`src/rtl/writeback_unit.sv`:
```
// Final MIPS pipeline stage: retires ALU results and runs load request/ack transactions into the register-file write port.
// Latency: ALU op writes 1 cycle after accept; a load writes 1 cycle after ack. Upstream stalls while a load is outstanding.
module writeback_unit (
    input  logic        clk_i,
    input  logic        rst_i,
    input  logic        valid_i,
    input  logic        RegWrite_i,
    input  logic        MemRead_i,
    input  logic [1:0]  size_i,
    input  logic        unsigned_i,
    input  logic [4:0]  RDaddr_i,
    input  logic [31:0] ALUres_i,
    output logic        stall_o,
    output logic        req_o,
    output logic [31:0] addr_o,
    input  logic        ack_i,
    input  logic [31:0] rdata_i,
    output logic        RegWrite_o,
    output logic [4:0]  RDaddr_o,
    output logic [31:0] RDdata_o,
    output logic        err_o,
    output logic [31:0] retired_o
);

    typedef enum logic [1:0] {
        IDLE     = 2'd0,
        WAIT_MEM = 2'd1,
        WRITE    = 2'd2
    } state_t;

    state_t      state_q, state_d;
    logic        stall_q, stall_d;
    logic        req_q, req_d;
    logic [31:0] addr_q, addr_d;
    logic        ld_we_q, ld_we_d;
    logic [4:0]  ld_rd_q, ld_rd_d;
    logic [1:0]  ld_size_q, ld_size_d;
    logic        ld_uns_q, ld_uns_d;
    logic        wr_q, wr_d;
    logic [4:0]  rd_q, rd_d;
    logic [31:0] data_q, data_d;
    logic        err_q, err_d;
    logic [31:0] retired_q, retired_d;
    logic        misaligned;

    // Pick the addressed byte/half out of the little-endian word, then extend.
    function automatic logic [31:0] extract(input logic [31:0] word, input logic [1:0] a,
                                            input logic [1:0] sz, input logic uns);
        logic [7:0]  b;
        logic [15:0] h;
        logic [31:0] r;
        b = word[{a, 3'b000} +: 8];
        h = word[{a[1], 4'b0000} +: 16];
        case (sz)
            2'd0:    r = uns ? {24'b0, b} : {{24{b[7]}}, b};
            2'd1:    r = uns ? {16'b0, h} : {{16{h[15]}}, h};
            default: r = word;
        endcase
        return r;
    endfunction

    assign misaligned = ((size_i == 2'd1) && ALUres_i[0]) ||
                        (size_i[1] && (ALUres_i[1:0] != 2'b00));

    always_comb begin
        state_d   = state_q;
        req_d     = req_q;
        addr_d    = addr_q;
        ld_we_d   = ld_we_q;
        ld_rd_d   = ld_rd_q;
        ld_size_d = ld_size_q;
        ld_uns_d  = ld_uns_q;
        wr_d      = 1'b0;
        rd_d      = rd_q;
        data_d    = data_q;
        err_d     = 1'b0;
        retired_d = retired_q + {31'b0, wr_q};

        case (state_q)
            WAIT_MEM: begin
                if (ack_i) begin
                    req_d   = 1'b0;
                    state_d = WRITE;
                    wr_d    = ld_we_q && (ld_rd_q != 5'd0);
                    if (wr_d) begin
                        rd_d   = ld_rd_q;
                        data_d = extract(rdata_i, addr_q[1:0], ld_size_q, ld_uns_q);
                    end
                end
            end
            default: begin
                // IDLE and WRITE both accept a new instruction.
                state_d = IDLE;
                if (valid_i) begin
                    if (MemRead_i) begin
                        if (misaligned) begin
                            err_d = 1'b1;
                        end else begin
                            ld_we_d   = RegWrite_i;
                            ld_rd_d   = RDaddr_i;
                            ld_size_d = size_i;
                            ld_uns_d  = unsigned_i;
                            addr_d    = ALUres_i;
                            req_d     = 1'b1;
                            state_d   = WAIT_MEM;
                        end
                    end else begin
                        wr_d = RegWrite_i && (RDaddr_i != 5'd0);
                        if (wr_d) begin
                            rd_d   = RDaddr_i;
                            data_d = ALUres_i;
                        end
                    end
                end
            end
        endcase

        stall_d = (state_d == WAIT_MEM);
    end

    always_ff @(posedge clk_i) begin
        if (rst_i) begin
            state_q   <= IDLE;
            stall_q   <= 1'b0;
            req_q     <= 1'b0;
            addr_q    <= 32'b0;
            ld_we_q   <= 1'b0;
            ld_rd_q   <= 5'b0;
            ld_size_q <= 2'b0;
            ld_uns_q  <= 1'b0;
            wr_q      <= 1'b0;
            rd_q      <= 5'b0;
            data_q    <= 32'b0;
            err_q     <= 1'b0;
            retired_q <= 32'b0;
        end else begin
            state_q   <= state_d;
            stall_q   <= stall_d;
            req_q     <= req_d;
            addr_q    <= addr_d;
            ld_we_q   <= ld_we_d;
            ld_rd_q   <= ld_rd_d;
            ld_size_q <= ld_size_d;
            ld_uns_q  <= ld_uns_d;
            wr_q      <= wr_d;
            rd_q      <= rd_d;
            data_q    <= data_d;
            err_q     <= err_d;
            retired_q <= retired_d;
        end
    end

    assign stall_o    = stall_q;
    assign req_o      = req_q;
    assign addr_o     = addr_q;
    assign RegWrite_o = wr_q;
    assign RDaddr_o   = rd_q;
    assign RDdata_o   = data_q;
    assign err_o      = err_q;
    assign retired_o  = retired_q;

endmodule

```
`config.mk`:
```
export PLATFORM = sky130hd
export DESIGN_NAME = writeback_unit
export DESIGN_NICKNAME = d
export VERILOG_FILES = /design/src/rtl/writeback_unit.sv
export SDC_FILE = /design/constraint.sdc
export NUM_CORES = 1
export LEC_CHECK = 0
export CAP_MARGIN = 25
export CORE_MARGIN = 5
export CORE_UTILIZATION = 45
export CTS_CLUSTER_DIAMETER = 150
export DETAILED_ROUTE_END_ITERATION = 6
export PLACE_DENSITY = 0.78
export SLEW_MARGIN = 20
export SYNTH_ARGS = -nofsm -noshare
export SYNTH_HDL_FRONTEND = slang
export SYNTH_SLANG_ARGS = --single-unit
```
`constraint.sdc`:
```
create_clock -name clk_i -period 2.9 [get_ports clk_i]
set_input_delay 0.435 -clock clk_i [delete_from_list [all_inputs] [get_ports clk_i]]
set_output_delay 0.435 -clock clk_i [all_outputs]
set_load 0.02 [all_outputs]
```
==> results of run 1 <==
[through the flow]
step / total power, mW / setup WS, ns
after floorplan: 2.02 / 0.799
after detailed placement: 2.32 / 0.563
after global routing: 4.73 / 0.393
after global placement: 2.31 / 0.590
final: 4.58 / 0.541
after CTS: 4.60 / 0.571
[state kept, by name, indices dropped and copies added, names as in the netlist]
| signal | count |
|---|---|
| RDdata_o | 32 |
| addr_o | 32 |
| retired_o | 32 |
| RDaddr_o | 5 |
| ld_rd_q | 5 |
| ld_size_q | 2 |
| state_q | 2 |
| RegWrite_o | 1 |
| err_o | 1 |
| ld_uns_q | 1 |
| ld_we_q | 1 |
| req_o | 1 |
| stall_o | 1 |
[cell families after synthesis]
logic type,synth area share
adder cells (fa/ha/maj),0.00436
AO/OA/AOI/OAI,0.296
multiplexers,0.0458
buffers and inverters,0.0511
AND/OR/NAND/NOR,0.176
flip-flops,0.405
XOR/XNOR,0.0214
[cells in the mapped netlist, types with 2 or more instances]
cell      count
a211oi_1     21
a211oi_2     40
a21oi_1      62
a221oi_1      8
a22oi_1      16
a311oi_1     13
and3_1       10
and4_1        6
and4b_1       2
buf_2        12
buf_4         5
buf_6         3
clkbuf_1     39
dfxtp_1     116
ha_1          2
inv_1         4
mux2i_1      24
nand2_1     112
nand2b_1      7
nand3_1      10
nand4_1      10
nor2_1       20
nor2b_1       4
nor3_1        3
nor4_1        5
o2111a_1      2
o211ai_1      7
o21a_1       16
o21ai_0      17
o31ai_1      13
or3_1         4
or4_1        14
xnor2_1       8
xor2_1        6
[critical path, stage by stage, from the launching register on]
cell and delay [ns]:
dfxtp_1 0.36, ha_1 0.23, ha_1 0.21, nand3_1 0.25, nand2b_1 0.47, or4_1 0.60
a21oi_1 0.16
[power by group through the flow]
| stage | clock (mW) | sequential [mW] | combinational [mW] |
|---|---|---|---|
| 2_1_floorplan | 0 | 1.77 | 0.252 |
| 3_3_place_gp | 0 | 1.72 | 0.589 |
| 3_5_place_dp | 0 | 1.72 | 0.601 |
| 4_1_cts | 2.31 | 1.69 | 0.607 |
| 5_1_grt | 2.39 | 1.69 | 0.648 |
| 6_report | 2.28 | 1.69 | 0.610 |
[placed cells by master, fill, tap and decap left out, drive strengths merged, types with 2 or more instances in the layout]
cell,n
a211oi,61
or4,14
clkbuf,21
and4b,2
and4,6
o211ai,7
clkdlybuf4s50,181
a21oi,62
buf,17
clkinvlp,2
nand3,10
a311oi,13
and3,10
o21a,16
or3,4
bufinv,4
nor2b,4
inv,6
mux2i,24
a221oi,8
o21ai,17
nor2,20
clkinv,3
nand2b,7
o31ai,13
xor2,6
nand2,112
nand4,10
nor4,5
nor3,3
a22oi,16
dfxtp,116
o2111a,2
ha,2
xnor2,8
[path summary, 6_finish.rpt]
check | from | end | slack [ns] | depth (start not counted)
setup / recovery | retired_o[0]$_SDFF_PP0_ | retired_o[24]$_SDFF_PP0_ | 0.54 | 6
hold / removal | ld_we_q$_SDFFE_PP0P_ | ld_we_q$_SDFFE_PP0P_ | 0.46 | 2
setup reg to reg | retired_o[0]$_SDFF_PP0_ | retired_o[24]$_SDFF_PP0_ | 0.54 | 6
hold reg to reg | ld_we_q$_SDFFE_PP0P_ | ld_we_q$_SDFFE_PP0P_ | 0.46 | 2
[metal layers]
layer / GRT usage / share of wire / routed length (um)
met1: 0.323 / 0.39 / 7690
met2: 0.424 / 0.48 / 9470
met3: 0.0871 / 0.094 / 1840
met4: 0.112 / 0.032 / 619
met5: 0 / 0 / 0
[area by class of cell]
class                      instances  area [um^2]  area share
clock buffer                      21          480      0.0578
multi-input combinational        470         3140       0.378
sequential                       116         2320       0.279
clock inverter                    11          171      0.0206
inverter                           4         15.0     0.00181
timing repair buffer             198         1960       0.236
tap                              172          215      0.0259
==> results.yml, run 1 <==
logic_synthesis:
  synth_edf_count: 0
  syn_area_per_cell_um2: 8.83
  dominantRegCellSynth: "dfxtp_1"
  yosysWarnings: 0
  synthArstFlopShare: 0
  yosysTopAreaCell: "dfxtp_1"
  synthTopCellsByArea: "dfxtp_1 (41%), a211oi_2 (8.7%), nand2_1 (7.3%)"
  synthDominantCellAreaShare: 0.405
  syn_area_mm2: 0.00573
  syn_inst: 649
  synth-seq-cells: 116
  synth_cell_types: 42
  ys_seq_area_frac: 0.405
  syn_nets: 729
clock_network:
  hold_buffers: 0
  cts_sinks: 116
  cts_setup_buffers: 0
  clk_path_buf_depth: 2
  clk_latency_ns: 0.42
  ctsResizeCount: 0
  cts_tree: "yes"
  numCtsBuffers: 17
  path_clk_slew_ns: 0.06
  root_buffer: "clkbuf_16"
  htree_levels: 4
sta:
  post-route-min-period_ns: 2.36
  finalSetupViolations: 0
  rsz0062_at_grt: "false"
  tns_ns: 0
  maxSlewHeadroom: 0.452
  hold_viol_final: 0
  worstMarginPinSlew_ns: 0.821
  max_freq_mhz: 424
  timing.hold.ws_ns: 0.455
  finalMaxSlewViolations: 0
  fin_crit_sh: 0.814
  finClkSkew_ns: 0.00696
route:
  drtIter0Drc: 603
  wl_per_cell_um: 19.8
  drc: 0
  antenna_left: 0
  routed_wl_um: 19600
  vias_per_cell: 5.86
  routed-via-count: 5810
  drt-pass1-iter-count: 5
critical_path:
  worst-setup-path-type: "reg -> reg"
  crit_fanout: 15
  end_kind: "flip-flop"
  start_kind: "flip-flop"
  worstPathArrival_ns: 2.70
  crit_required_ns: 3.24
power:
  p_clk_frac: 0.498
  comb_power_share: 0.133
  switching_power_mw: 1.11
  cellLeakagePower_nw: 2.78
  ir_drop_mv: 0.309
  p_int_mw: 3.47
  switching_share: 0.243
  p_seq_frac: 0.369
  powerDensity_mw_per_mm2: 551
die:
  rows: 41
  die_h_um: 123
  io_pins: 183
  start_util: 0.456
  die_x_um: 123
  coreArea_mm2: 0.0126
  die_area_mm2: 0.0151
final_layout:
  drive_gt1_frac: 0.117
  n_antenna_cell: 0
  finish.utilization: 0.661
  finalInstanceArea_mm2: 0.00831
  nets: 887
  fill_cells: 1031
  stdcell_count: 992
  syn2layout_area_growth_pct: 44.9
flow_run:
  maxCapViolCount: 0
grt:
  grt_max_degree: 71
  grt-ovfl-total: 0
  grt_antenna_before_repair: 0
  grt_first_pass_wirelength_um: 30700
  grt_usage: 0.264
  grt_pass1_vias: 5752
worst_hold_path:
  hold_path.class: "reg -> reg"
placement:
  hpwlAfterDp_um: 14100
  gp_congestion: 0.932
  numPortBuffers: 182
  placedCellCount: 960
  placed_cell_area_mm2: 0.00766
run_status:
  outcome: "finished clean"
Note: power is estimated with default switching activity, not from simulation.
==> run 2, diff against run 1 <==
- clock period: 2.9 -> 2.2 ns (I/O delays scaled with it)
==> run 2 against run 1 <==
Non-clock buffer count increased by 3. Clock power is 21% higher. First-iteration DRC count grew 4.3%. Largest cell class unchanged. Critical endpoint is now addr_o[1]. Critical path depth is 4 lower. Worst hold slack lost 0.019 ns. Register-to-register slack lost 0.41 ns. Largest power group unchanged.
==> results.yml, run 2 (synthesis gave the netlist of run 1 again) <==
sta:
  timing.hold.ws_ns: 0.437
  hold_viol_final: 0
  max_freq_mhz: 469
  finalMaxSlewViolations: 0
  fin_crit_sh: 0.969
  post-route-min-period_ns: 2.13
  finalSetupViolations: 0
  tns_ns: 0
  finClkSkew_ns: 0.00687
  maxSlewHeadroom: 0.456
  setup_slack_ns: 0.0676
  worstMarginPinSlew_ns: 0.815
route:
  antenna_left: 0
  wl_per_cell_um: 19.9
  routed_wl_um: 19800
  drc: 0
  drtIter0Drc: 629
  drt-pass1-iter-count: 5
  routed-via-count: 5968
  vias_per_cell: 5.99
placement:
  numPortBuffers: 182
  hpwlAfterDp_um: 14100
  placedCellCount: 963
  gp_congestion: 1.02
  dp_slack_ns: 0.0612
  placed_cell_area_mm2: 0.00774
clock_network:
  htree_levels: 4
  cts_tree: "yes"
  clk_path_buf_depth: 2
  root_buffer: "clkbuf_16"
  path_clk_slew_ns: 0.05
  numCtsBuffers: 17
  cts_sinks: 116
  hold_buffers: 0
  clk_latency_ns: 0.41
critical_path:
  crit_required_ns: 1.87
  worstPathArrival_ns: 1.80
  end_kind: "output port"
  start_kind: "flip-flop"
  crit_fanout: 16
  regToRegStartpoint: "RegWrite_o$_SDFF_PP0_"
  startpoint: "addr_o[1]$_SDFFE_PP0P_"
  worst-setup-path-type: "reg -> out"
final_layout:
  mostFrequentLayoutCell: "clkdlybuf4s50_1"
  drive_gt1_frac: 0.122
  fill_cells: 998
  stdcell_count: 996
  nets: 890
  finalInstanceArea_mm2: 0.00835
  finish.utilization: 0.664
  syn2layout_area_growth_pct: 45.6
  final_cell_mix: "clkdlybuf4s50_1 (181), dfxtp_1 (116), nand2_1 (112)"
die:
  die_h_um: 123
  rows: 41
  io_pins: 183
  coreArea_mm2: 0.0126
  die_x_um: 123
  die_area_mm2: 0.0151
  start_util: 0.456
worst_hold_path:
  hold_path.class: "in -> reg"
  hold_start: "rst_i"
grt:
  grt_antenna_before_repair: 2
  grt_usage: 0.262
  grt-ovfl-total: 0
  grt_pass1_vias: 5844
  grt_max_degree: 56
  grt_first_pass_wirelength_um: 30800
power:
  powerDensity_mw_per_mm2: 695
  cellLeakagePower_nw: 2.80
  total_power_mw: 5.80
  ir_drop_mv: 0.562
run_status:
  outcome: "finished clean"
flow_run:
  maxCapViolCount: 0
==> run 2: cell count changes in the layout (fill, tap and decap cells not counted), moves of 2 or more <==
cell       change
buf_12         +5
clkinv_2       +3
bufinv_16      -2
buf_4          -3
==> run 2: worst paths after layout <==
kind,to,slack (ns),depth (start not counted)
setup / recovery,addr_o[1],0.07,2
hold reg to reg,addr_o[2]$_SDFFE_PP0P_,0.46,2
hold / removal,state_q[1]$_SDFF_PP0_,0.44,2
setup reg to reg,retired_o[28]$_SDFF_PP0_,0.13,6
==> run 2: area by class of cell <==
cell class                 count  area (um^2)  area share
inverter                       4         15.0     0.00180
clock buffer                  20          467      0.0559
tap                          172          215      0.0258
multi-input combinational    470         3140       0.377
sequential                   116         2320       0.278
clock inverter                12          128      0.0153
timing repair buffer         201         2050       0.246
antenna                        1         2.50    0.000300
==> run 2: where the power goes <==
| part | internal [mW] | switching, mW | leakage, nW |
|---|---|---|---|
| registers | 2.17 | 0.0494 | 0.942 |
| logic | 0.392 | 0.431 | 1.56 |
| clock network | 1.75 | 1.00 | 0.296 |
| total | 4.32 | 1.48 | 2.80 |
==> run 2: worst max-delay path: stages (launching register included) <==
cell	delay, ns
dfxtp_1	0.45
buf_6	0.26
clkdlybuf4s50_1	0.67
==> run 2: metal layers <==
metal	GRT usage	routed length [um]	up-vias
li1	-	-	2748
met1	0.325	7640	2827
met2	0.409	9320	333
met3	0.0926	2170	58
met4	0.115	662	2
met5	0	7	-
==> run 2: repair_timing <==
item                                    CTS  global route
gates resized for setup                   0             2
setup buffers                             0             0
endpoints found under the setup margin    0             8
